`src/rtl/cordic_result_capture.sv`:
```
// Captures cordic res1/res2 for each issued sample after a fixed pipeline latency
// and buffers {res1, res2, mode} in a FIFO drained over a valid/ready handshake.
module cordic_result_capture #(
  parameter int WIDTH   = 16,
  parameter int LATENCY = 8,
  parameter int DEPTH   = 16
) (
  input  logic                     clk,
  input  logic                     reset,
  input  logic                     in_valid,
  input  logic                     in_mode,
  input  logic [WIDTH-1:0]         res1,
  input  logic [WIDTH-1:0]         res2,
  input  logic                     flush,
  output logic                     out_valid,
  input  logic                     out_ready,
  output logic [WIDTH-1:0]         out_res1,
  output logic [WIDTH-1:0]         out_res2,
  output logic                     out_mode,
  output logic [$clog2(DEPTH):0]   count,
  output logic                     overflow,
  output logic [7:0]               drop_count
);

  localparam int AW = $clog2(DEPTH);

  function automatic logic [7:0] sat_inc8(input logic [7:0] v);
    return (v == 8'hFF) ? v : v + 8'd1;
  endfunction

  logic tap_vld;
  logic tap_mode;

  // Delay line: stage 0 is the sampled input, so the tap lands LATENCY-1 edges later
  generate
    if (LATENCY == 1) begin : g_direct
      assign tap_vld  = in_valid;
      assign tap_mode = in_mode;
    end else begin : g_line
      logic [LATENCY-2:0] vld_p;
      logic [LATENCY-2:0] mode_p;

      always_ff @(posedge clk or posedge reset) begin
        if (reset) begin
          vld_p  <= '0;
          mode_p <= '0;
        end else if (flush) begin
          vld_p  <= '0;
        end else begin
          vld_p[0]  <= in_valid;
          mode_p[0] <= in_mode;
          for (int i = 1; i < LATENCY - 1; i++) begin
            vld_p[i]  <= vld_p[i-1];
            mode_p[i] <= mode_p[i-1];
          end
        end
      end

      assign tap_vld  = vld_p[LATENCY-2];
      assign tap_mode = mode_p[LATENCY-2];
    end
  endgenerate

  logic [AW:0]       wr_ptr;
  logic [AW:0]       rd_ptr;
  logic [WIDTH-1:0]  mem_res1 [DEPTH];
  logic [WIDTH-1:0]  mem_res2 [DEPTH];
  logic              mem_mode [DEPTH];
  logic              full;
  logic              empty;
  logic              pop;
  logic              push;
  logic              drop;

  assign empty = (wr_ptr == rd_ptr);
  assign full  = (wr_ptr == {~rd_ptr[AW], rd_ptr[AW-1:0]});
  assign pop   = ~empty & out_ready;
  assign push  = tap_vld & (~full | pop);
  assign drop  = tap_vld & full & ~pop;

  // FIFO pointers; flush wins over any push/pop on the same edge
  always_ff @(posedge clk or posedge reset) begin
    if (reset) begin
      wr_ptr <= '0;
      rd_ptr <= '0;
    end else if (flush) begin
      wr_ptr <= '0;
      rd_ptr <= '0;
    end else begin
      if (push) wr_ptr <= wr_ptr + 1'b1;
      if (pop)  rd_ptr <= rd_ptr + 1'b1;
    end
  end

  // Storage is cleared only by reset so the head reads zero afterwards
  always_ff @(posedge clk or posedge reset) begin
    if (reset) begin
      for (int i = 0; i < DEPTH; i++) begin
        mem_res1[i] <= '0;
        mem_res2[i] <= '0;
        mem_mode[i] <= 1'b0;
      end
    end else if (push && !flush) begin
      mem_res1[wr_ptr[AW-1:0]] <= res1;
      mem_res2[wr_ptr[AW-1:0]] <= res2;
      mem_mode[wr_ptr[AW-1:0]] <= tap_mode;
    end
  end

  always_ff @(posedge clk or posedge reset) begin
    if (reset) begin
      overflow   <= 1'b0;
      drop_count <= '0;
    end else if (flush) begin
      overflow   <= 1'b0;
      drop_count <= '0;
    end else if (drop) begin
      overflow   <= 1'b1;
      drop_count <= sat_inc8(drop_count);
    end
  end

  assign out_valid = ~empty;
  assign count     = wr_ptr - rd_ptr;
  assign out_res1  = mem_res1[rd_ptr[AW-1:0]];
  assign out_res2  = mem_res2[rd_ptr[AW-1:0]];
  assign out_mode  = mem_mode[rd_ptr[AW-1:0]];

endmodule

```
`config.mk`:
```
export PLATFORM = sky130hd
export DESIGN_NAME = cordic_result_capture
export DESIGN_NICKNAME = d
export VERILOG_FILES = /design/src/rtl/cordic_result_capture.sv
export SDC_FILE = /design/constraint.sdc
export NUM_CORES = 1
export LEC_CHECK = 0
export ABC_AREA = 1
export CORE_UTILIZATION = 45
export CTS_CLUSTER_SIZE = 10
export DETAILED_ROUTE_END_ITERATION = 10
export PLACE_DENSITY = 0.61
export SLEW_MARGIN = 20
export SYNTH_ARGS = -nofsm -noshare
export SYNTH_HDL_FRONTEND = slang
export SYNTH_SLANG_ARGS = --single-unit
```
`constraint.sdc`:
```
create_clock -name clk -period 27.7 [get_ports clk]
set_input_delay 5.54 -clock clk [delete_from_list [all_inputs] [get_ports clk]]
set_output_delay 5.54 -clock clk [all_outputs]
set_load 0.02 [all_outputs]
```
==> impl_metrics.py <==
metrics = {
    "global_route": {
        "first_pass_grt_wire_length_mm": 161,
        "grt_util_met3_pct": 7.26,
        "grt_start_max_net_pins": 204,
        "global_route.usage.met1_pct": 47.7,
        "global_route.overflow_total": 0,
        "grt_use_total_pct": 32.8,
        "first_global_vias": 25577,
        "globalRoute.busiestLayer": "met2",
        "grt_antenna_before_repair": 9,
        "grt_util_met2_pct": 48.3,
    },
    "routing": {
        "via_per_inst": 6.09,
        "detail_route.iter0.violations": 3284,
        "dr_total_vias": 27294,
        "drtPass1Iterations": 6,
        "wl_per_cell_um": 23.5,
        "wirelength_mm": 106,
        "route.antenna.remaining_nets": 0,
        "drc_errors": 0,
    },
    "timing": {
        "final-hold-violation-count": 0,
        "period_minus_slack_ns": 10.37,
        "grt_setup_unrepaired": "no",
        "clock.fmax_mhz": 96.4,
        "setup_tns_ns": 0,
        "worstMarginPinSlew_ns": 1.20,
        "finalClockSkew_ns": 0.0171,
        "final.setup.worst_slack_ns": 17.33,
        "setup_viol": 0,
        "fin_crit_sh_pct": 37.4,
        "timing.slew.headroom_pct": 19.6,
        "drv_slew": 0,
    },
    "placement": {
        "place.gp.congestion": 0.767,
        "place.port_buffers": 85,
        "detailedPlace.worstSlack_ns": 18.08,
        "dp_hpwl_mm": 49.5,
    },
    "setup_path": {
        "critPathCaptureType": "primary output",
        "worstSetupPathType": "register to primary output",
        "path_buf_inv": 3,
        "worst_ep_arrival_time_ns": 4.83,
        "crit_path_max_incr_delay_ns": 1.04,
        "worst_path_max_delay_cell": "dfrtp_4",
        "path_cells": "buf_4 > buf_4 > nor2_1 > nor2_1 > o21ai_1 > nand3_1 > nand3_1 > nand2_1 > clkdlybuf4s50_1",
        "worst-endpoint-required_ns": 22.16,
        "timing.critical_path.from_type": "register",
        "crit_fanout": 82,
        "timing.critical_path.max_delay_family": "buffers and inverters",
    },
    "cells_and_area": {
        "nets": 3660,
        "syn_to_final_growth_pct": 9.71,
        "drive_gt1_share_pct": 4.82,
    },
    "logic_synthesis": {
        "synth_most_common_cell": "nand2_1",
        "synth-async-reset-ratio_pct": 100,
        "ys.warnings.count": 0,
        "netlist.top_cell.by_area": "dfrtp_1",
        "ys_seq_elements": 561,
        "synthDistinctLibCells": 27,
        "synth.top_cell.area_share_pct": 49.0,
        "register_area_share_after_synthesis_pct": 49.0,
        "synthesis.area_um2": 28600,
        "synth-edff-count": 0,
        "post_synthesis_net_count": 3840,
        "postSynthAreaPerCell_um2": 7.55,
        "synth-main-ff-cell": "dfrtp_1",
        "postSynthCellCount": 3791,
        "synthTopCellsByCount": "1193 x nand2_1, 561 x dfrtp_1, 506 x nand4_1",
        "ys_top_cells_by_area": "dfrtp_1 49%, nand2_1 16%, nand4_1 11%",
    },
    "floorplan": {
        "initial_utilization_pct": 45.5,
        "standard_cell_core_area_um2": 63000,
        "die_area_um2": 64600,
        "die_h_um": 254,
        "fp.dieW_um": 254,
        "floorplan.rows": 92,
        "boundaryPins": 86,
    },
    "clock_tree": {
        "clkTransAtPathRegs_ns": 0.06,
        "tritoncts": "yes",
        "clock_insertion_delay_worst_skew_ns": 0.61,
        "clock_tree.root_cell": "clkbuf_16",
        "clock_sink_count": 561,
        "maximum_root_to_sink_buffer_count": 3,
        "cts-hold-fix-buffers": 0,
        "cts_buffers": 68,
        "htreeDepth": 3,
        "cts_resized": 0,
        "postCtsSetupBuffers": 0,
    },
    "run": {
        "maxCapViolations": 0,
    },
    "hold_path": {
        "hold_class": "register to register",
    },
    "power": {
        "leakagePower_nw": 16.1,
        "p_per_area_nw_per_um2": 77.7,
        "highest_ir_drop_seen_on_vdd_uv": 63.2,
    },
    "run_status": {
        "run_status": "finished clean",
    },
}
-- per-layer routing --
| metal | wire (um) | vias up |
|---|---|---|
| met4 | 3380 | 10 |
| met2 | 45800 | 1403 |
| met5 | 65 | - |
| met3 | 11000 | 227 |
| li1 | - | 12291 |
| met1 | 45400 | 13363 |
-- per-stage QoR --
stage	power [mW]	hold WS, ns	utilization, %	cell area, um^2	std cells
3_3_place_gp	1.63	0.440	46.9	29500	4387
2_1_floorplan	1.35	0.434	-	28600	3791
6_report	2.44	0.451	49.9	31400	4482
5_1_grt	2.54	0.481	49.9	31400	4480
4_1_cts	2.44	0.459	49.9	31400	4479
3_5_place_dp	1.63	0.452	46.9	29500	4387
-- sequential cells by signal, indices dropped and copies added (netlist names) --
register,cells
drop_count,8
g_line.mode_p,7
g_line.vld_p,7
mem_mode,16
mem_res1,256
mem_res2,256
overflow,1
rd_ptr,5
wr_ptr,5
-- path summary, 6_finish.rpt --
check	start	end	slack (ns)	cells past startpoint
worst max-delay path	rd_ptr[0]	out_res2[7]	17.33	9
worst min-delay path	g_line.vld_p[1]	g_line.vld_p[2]	0.45	2
worst max register to register	rd_ptr[1]	mem_res2[167]	21.18	11
worst min register to register	g_line.vld_p[1]	g_line.vld_p[2]	0.45	2
max in group asynchronous	reset	mem_res2[90]	19.27	5
min in group asynchronous	reset	mem_res1[210]	5.46	2
-- power breakdown --
group / leakage, nW / internal (mW) / switching (mW)
Sequential: 7.75 / 0.839 / 0.0377
Combinational: 7.39 / 0.243 / 0.510
Clock: 0.924 / 0.467 / 0.344
Total: 16.1 / 1.55 / 0.891
-- layout make-up --
cell class / count / area, um^2
Sequential cell: 561 / 14100
Fill cell: 6091 / 31600
Timing Repair Buffer: 146 / 1330
Inverter: 75 / 308
Antenna cell: 3 / 7.51
Clock buffer: 90 / 1880
Tap cell: 846 / 1060
Clock inverter: 2 / 13.8
Multi-Input combinational cell: 2759 / 12800
-- worst min-delay path: cells and delay by family, from the launching register on --
family	cells	cell delay [ns]
flops	1	0.31
buf+inv	1	0.03
simple gates	1	0.07
-- logic make-up after synthesis --
group                      count (synthesis)  synth area share, %
AOI/OAI and AO/OA                        284                 5.31
xor gates and xnor gates                  10                0.306
adders and majority gates                 11                0.507
buffers and inverters                    471                 6.73
DFF                                      561                 49.0
and+or+nand+nor                         2454                 38.1
-- layout by cell type (no fill, tap or decap), types with 39 or more instances in the layout --
cell type,n
nand4_1,506
nor2_1,476
nand3_1,252
o21ai_0,219
dfrtp_1,557
buf_4,59
clkbuf_16,71
nand2_1,1192
inv_1,69
clkdlybuf4s50_1,85
o211ai_1,39
(Power assumes the default switching activity.)
